<file path="config.mk">
export PLATFORM = sky130hd
export DESIGN_NAME = cx_sched
export DESIGN_NICKNAME = d
export VERILOG_FILES = /design/src/rtl/cx_sched.sv
export SDC_FILE = /design/constraint.sdc
export NUM_CORES = 1
export LEC_CHECK = 0
export ABC_AREA = 1
export CAP_MARGIN = 20
export CORE_AREA = 2 2 175 177
export DETAILED_ROUTE_END_ITERATION = 10
export DIE_AREA = 0 0 177 179
export GPL_TIMING_DRIVEN = 0
export SETUP_SLACK_MARGIN = 0.05
export SYNTH_ARGS = -nofsm -noshare
export SYNTH_HDL_FRONTEND = slang
export SYNTH_SLANG_ARGS = --single-unit
</file>
<file path="constraint.sdc">
create_clock -name clk -period 2.2 [get_ports clk]
set_input_delay 0.33 -clock clk [delete_from_list [all_inputs] [get_ports clk]]
set_output_delay 0.33 -clock clk [all_outputs]
set_load 0.1 [all_outputs]
</file>
<file path="src/rtl/cx_sched.sv">
// cx_sched: round-robin arbiter that shares one cx custom-instruction unit
// among NREQ requesters. One request is in flight at a time: IDLE accepts,
// ISSUE drives the cx bus and waits for a result (bounded by TIMEOUT), and
// RESP holds a tagged response until the consumer takes it.
// Optional feature macro: CX_SCHED_STATS_EN adds the stat_ops / stat_errs
// counters.
module cx_sched #(
  parameter int NREQ    = 4,
  parameter int IDW     = 2,
  parameter int TIMEOUT = 15
) (
  input  logic                clk,
  input  logic                rst,
  input  logic [NREQ-1:0]     req_valid,
  output logic [NREQ-1:0]     req_ready,
  input  logic [NREQ*10-1:0]  req_opcode,
  input  logic [NREQ*32-1:0]  req_op_a,
  input  logic [NREQ*32-1:0]  req_op_b,
  output logic                resp_valid,
  input  logic                resp_ready,
  output logic [IDW-1:0]      resp_id,
  output logic [31:0]         resp_result,
  output logic                resp_invalid,
  output logic                resp_error,
  output logic                resp_timeout,
`ifdef CX_SCHED_STATS_EN
  output logic [31:0]         stat_ops,
  output logic [31:0]         stat_errs,
`endif
  output logic [9:0]          cx_opcode,
  output logic [31:0]         cx_op_a,
  output logic [31:0]         cx_op_b,
  input  logic                cx_invalid_opcode,
  input  logic [31:0]         cx_result,
  input  logic                cx_result_valid,
  input  logic                cx_result_error
);

  localparam int PW = (NREQ > 1) ? $clog2(NREQ) : 1;
  // Last ISSUE cycle index before the forced timeout response.
  localparam logic [7:0] TMO_LAST = 8'(TIMEOUT - 1);

  typedef enum logic [1:0] {
    ST_IDLE  = 2'd0,
    ST_ISSUE = 2'd1,
    ST_RESP  = 2'd2
  } state_t;

  state_t          state_r;
  logic [PW-1:0]   rr_ptr_r;
  logic [7:0]      tmo_cnt_r;
  logic [IDW-1:0]  id_r;

  logic            grant_found_s;
  logic [PW-1:0]   grant_idx_s;
  logic [PW-1:0]   scan_idx_s;
  logic [9:0]      sel_opcode_s;
  logic [31:0]     sel_op_a_s;
  logic [31:0]     sel_op_b_s;

  // Find the first valid requester starting at rr_ptr and wrapping around.
  always_comb begin
    grant_found_s = 1'b0;
    grant_idx_s   = '0;
    scan_idx_s    = '0;
    for (int k = 0; k < NREQ; k++) begin
      scan_idx_s = PW'((int'(rr_ptr_r) + k) % NREQ);
      if (!grant_found_s && req_valid[scan_idx_s]) begin
        grant_found_s = 1'b1;
        grant_idx_s   = scan_idx_s;
      end else begin
        grant_found_s = grant_found_s;
      end
    end
  end

  // Select the payload of the granted requester.
  always_comb begin
    sel_opcode_s = 10'd0;
    sel_op_a_s   = 32'd0;
    sel_op_b_s   = 32'd0;
    for (int i = 0; i < NREQ; i++) begin
      if (grant_idx_s == PW'(i)) begin
        sel_opcode_s = req_opcode[i*10 +: 10];
        sel_op_a_s   = req_op_a[i*32 +: 32];
        sel_op_b_s   = req_op_b[i*32 +: 32];
      end else begin
        sel_opcode_s = sel_opcode_s;
      end
    end
  end

  // Same-cycle accept for the granted requester; nothing is accepted in reset.
  always_comb begin
    req_ready = '0;
    if ((state_r == ST_IDLE) && !rst && grant_found_s) begin
      req_ready[grant_idx_s] = 1'b1;
    end else begin
      req_ready = '0;
    end
  end

  // Scheduler state machine with registered cx bus and response outputs.
  always_ff @(posedge clk) begin
    if (rst) begin
      state_r      <= ST_IDLE;
      rr_ptr_r     <= '0;
      tmo_cnt_r    <= 8'd0;
      id_r         <= '0;
      cx_opcode    <= 10'd0;
      cx_op_a      <= 32'd0;
      cx_op_b      <= 32'd0;
      resp_valid   <= 1'b0;
      resp_id      <= '0;
      resp_result  <= 32'd0;
      resp_invalid <= 1'b0;
      resp_error   <= 1'b0;
      resp_timeout <= 1'b0;
    end else begin
      case (state_r)
        ST_IDLE: begin
          // A found grant always handshakes: req_ready mirrors req_valid[g].
          if (grant_found_s) begin
            cx_opcode <= sel_opcode_s;
            cx_op_a   <= sel_op_a_s;
            cx_op_b   <= sel_op_b_s;
            id_r      <= IDW'(grant_idx_s);
            tmo_cnt_r <= 8'd0;
            state_r   <= ST_ISSUE;
          end else begin
            state_r <= ST_IDLE;
          end
        end
        ST_ISSUE: begin
          if (cx_result_valid) begin
            resp_result  <= cx_result;
            resp_invalid <= cx_invalid_opcode;
            resp_error   <= cx_result_error;
            resp_timeout <= 1'b0;
            resp_id      <= id_r;
            resp_valid   <= 1'b1;
            state_r      <= ST_RESP;
          end else begin
            tmo_cnt_r <= tmo_cnt_r + 8'd1;
            if (tmo_cnt_r == TMO_LAST) begin
              resp_result  <= 32'd0;
              resp_invalid <= 1'b0;
              resp_error   <= 1'b1;
              resp_timeout <= 1'b1;
              resp_id      <= id_r;
              resp_valid   <= 1'b1;
              state_r      <= ST_RESP;
            end else begin
              state_r <= ST_ISSUE;
            end
          end
        end
        ST_RESP: begin
          if (resp_ready) begin
            resp_valid <= 1'b0;
            // Last-served requester drops to lowest priority.
            rr_ptr_r   <= (id_r == IDW'(NREQ - 1)) ? '0 : PW'(id_r + IDW'(1));
            state_r    <= ST_IDLE;
          end else begin
            state_r <= ST_RESP;
          end
        end
        default: begin
          state_r    <= ST_IDLE;
          resp_valid <= 1'b0;
        end
      endcase
    end
  end

`ifdef CX_SCHED_STATS_EN
  // Count completed responses and the subset that reported a problem.
  always_ff @(posedge clk) begin
    if (rst) begin
      stat_ops  <= 32'd0;
      stat_errs <= 32'd0;
    end else if (resp_valid && resp_ready) begin
      stat_ops <= stat_ops + 32'd1;
      if (resp_error || resp_invalid) begin
        stat_errs <= stat_errs + 32'd1;
      end else begin
        stat_errs <= stat_errs;
      end
    end else begin
      stat_ops  <= stat_ops;
      stat_errs <= stat_errs;
    end
  end
`endif

endmodule

</file>
==> impl_metrics.py <==
metrics = {
    "clock_network": {
        "clk_latency_ns": 0.43,
        "path_clk_slew_ns": 0.08,
        "clk_path_buf_depth": 2,
        "clock-sinks": 126,
        "htree_levels": 4,
        "cts_buffers": 17,
        "cts_tree": "done",
        "cts-hold-fix-buffers": 0,
        "cts_root_buffer": "clkbuf_16",
    },
    "synth": {
        "netlist.area_leader.share_pct": 35.18,
        "synth_flop_cell": "dfxtp_1",
        "syn_avg_cell_area_um2": 6.122,
        "syn_area_mm2": 0.007169,
        "synth-async-reset-ratio_pct": 0,
        "synth_area_leaders": "dfxtp_1 (35%), nand2_1 (21%), nand3_1 (13%)",
        "synthDistinctLibCells": 30,
        "yosysTopAreaCell": "dfxtp_1",
        "syn-num-nets": 1512,
        "ys_seq_area_share_pct": 35.18,
        "yosys_warnings": 0,
        "syn_inst": 1171,
        "synth_edf_count": 0,
        "ys_ff_latch": 126,
    },
    "power": {
        "p_leak_nw": 6.570,
        "p_int_mw": 5.908,
        "vdd_drop_max_uv": 497.2,
        "fin_total_pwr_mw": 11.46,
        "p_seq_share_pct": 24.1,
        "p_sw_mw": 5.556,
        "switching_share_pct": 48.47,
        "power.density_mw_per_mm2": 826.5,
        "comb_power_share_pct": 50.8,
        "p_clk_share_pct": 25.1,
    },
    "floorplanning": {
        "dieArea_mm2": 0.03168,
        "rows": 64,
        "die_x_um": 177,
        "core_area_mm2": 0.03003,
        "ios": 454,
        "start_util_pct": 23.88,
        "die_h_um": 179,
    },
    "placed_design": {
        "place_ws_ns": -1.689,
        "dp_hpwl_um": 28590,
        "placed_area_mm2": 0.01233,
        "port_buffers": 452,
        "place.gp.congestion": 0.9041,
    },
    "detailed_routing": {
        "viasPerCell": 4.599,
        "dr_total_vias": 9630,
        "wl_um": 36850,
        "ant_nets": 0,
        "drt-initial-drc-count": 397,
        "avgRoutedWirePerCell_um": 17.60,
        "first_pass_iters": 5,
        "drc": 0,
    },
    "worst_setup_path": {
        "critPathMaxStageDelay_ns": 0.37,
        "critPathMaxFanout": 5,
        "path_class": "reg2out",
        "reg2reg_slack_ns": -0.34,
        "required_ns": 1.87,
        "crit_arrival_ns": 2.39,
        "path_cells": "buf_8 -> nand2_2 -> nand2_2 -> nand2_2 -> nand2_2 -> nor2_4 -> nand3_2 -> nand2_2 -> nand2_4 -> inv_4 -> buf_12 -> nand2_4 -> buf_12 -> buf_12 -> nor2_4 -> buf_12",
        "endpoint_kind": "output port",
        "critPathSlowestCell": "dfxtp_4",
        "cp-start-kind": "register",
        "critPathMostFrequentCell": "nand2_2",
    },
    "timing": {
        "rsz0062_at_grt": "true",
        "finalClockSkew_ns": 0.01679,
        "hold_slack_ns": 0.3790,
        "slew_viol_final": 0,
        "setup_viol_count_final": 75,
        "fmax_mhz": 368.2,
        "slew_headroom_pct": 28.05,
        "tightest_slew_ns": 1.084,
        "post-route-min-period_ns": 2.716,
        "final.setup.worst_slack_ns": -0.5160,
        "finalHoldViolCount": 0,
        "finalCritPeriodShare_pct": 123.5,
    },
    "grt": {
        "grt_start_max_net_pins": 17,
        "grt_use_total_pct": 21.98,
        "grt_pass1_wl_um": 52690,
        "grt_overflow": 0,
        "first_global_vias": 9327,
        "antenna_found_initial": 2,
    },
    "layout": {
        "multi_input_area_mm2": 0.004343,
        "register_area_mm2": 0.002530,
        "nNetsFinal": 2024,
        "fill_cells": 3099,
        "final_common_cell": "nand2_1",
        "drive_gt1_share_pct": 14.80,
        "fin_util_pct": 46.19,
        "area_growth_pct": 93.47,
        "layout_common_cells": "nand2_1 (352), clkdlybuf4s50_1 (334), nand3_1 (185)",
        "final_area_mm2": 0.01387,
    },
    "outcome": {
        "violations": "setup timing",
        "status": "finished with violations",
    },
    "flow_run": {
        "cap_violations": 0,
    },
    "hold_path": {
        "hp-class": "in2reg",
    },
}
## cells in the mapped netlist (2+ instances only)
cell	instances
nor3_1	4
inv_2	5
nor2_1	73
o21ai_0	84
nand2_2	6
inv_1	90
clkbuf_1	36
nand4_1	13
buf_2	27
nand3_2	2
nor2_2	3
nand2_1	396
buf_4	6
o22ai_1	2
clkinv_1	2
o21ai_1	32
dfxtp_1	126
ha_1	3
a21oi_1	46
nand3_1	189
buf_6	6
nand3b_1	10
a211oi_1	2
buf_1	2
## area by class of cell
type,instances,area share (%)
plain buffers,76,4.790
well taps,396,3.572
clock buffers,17,3.067
clock inverters,15,1.173
repair buffers,494,35.02
inverters,97,2.796
flip-flops and latches,126,18.24
diodes,2,0.03608
multi-input cells,871,31.31
## cells by family after synthesis
kind of cell	Yosys count	share of synthesized area, %
flops	126	35.18
buf+inv	174	10.52
simple gates	699	41.69
compound gates	169	12.08
fa+ha+maj	3	0.5236
## sequential cells by signal (all words and copies together), names as in the netlist, 2 cells and up
signal,flops
cx_op_a,32
cx_op_b,32
cx_opcode,10
id_r,2
resp_id,2
resp_result,32
rr_ptr_r,2
state_r,2
tmo_cnt_r,8
## per-stage QoR
stage               TNS, ns  cells
floorplan           -0.5621   1171
global placement     -82.82   2019
finish               -16.33   2094
global route         -25.54   2093
CTS                  -27.74   2071
detailed placement   -82.44   2019
## metal layers
metal | track usage, % | share of wire (%)
met1 | 23.65 | 38
met3 | 6.467 | 8.0
met2 | 41.20 | 52
met4 | 6.680 | 2.0
met5 | 0 | 0
## power groups by stage
stage | clock network, mW | registers, mW | logic, mW
after global placement | 0 | 2.80 | 5.50
after CTS | 2.94 | 2.75 | 5.53
final | 2.88 | 2.76 | 5.83
after global routing | 3.06 | 2.79 | 6.18
after detailed placement | 0 | 2.80 | 5.51
after floorplan | 0 | 4.91 | 1.50
## worst max-delay path: cells and delay by family, from the launching register on
kind          cells  cell delay (ns)
buf+inv           6             0.75
flops             1             0.37
simple gates     10             0.83
## what timing repair did
action                     in CTS  in global routing
gates resized for setup       237                157
cloned                          4                  3
pin swaps                      20                 11
setup endpoints to repair     224                114
hold endpoints to repair        0                  0
setup buffers                  16                 19
## final timing paths
path                            startpoint  depth (start not counted)                   endpoint
hold reg to reg    cx_op_b[4]$_SDFFE_PP0N_                          2    cx_op_b[4]$_SDFFE_PP0N_
setup / recovery  rr_ptr_r[0]$_SDFFE_PP0P_                         16               req_ready[3]
hold / removal             cx_result_valid                          3  resp_invalid$_SDFFE_PP0P_
setup reg to reg  rr_ptr_r[0]$_SDFFE_PP0P_                         20  cx_opcode[2]$_SDFFE_PP0N_
(Power assumes the default switching activity.)
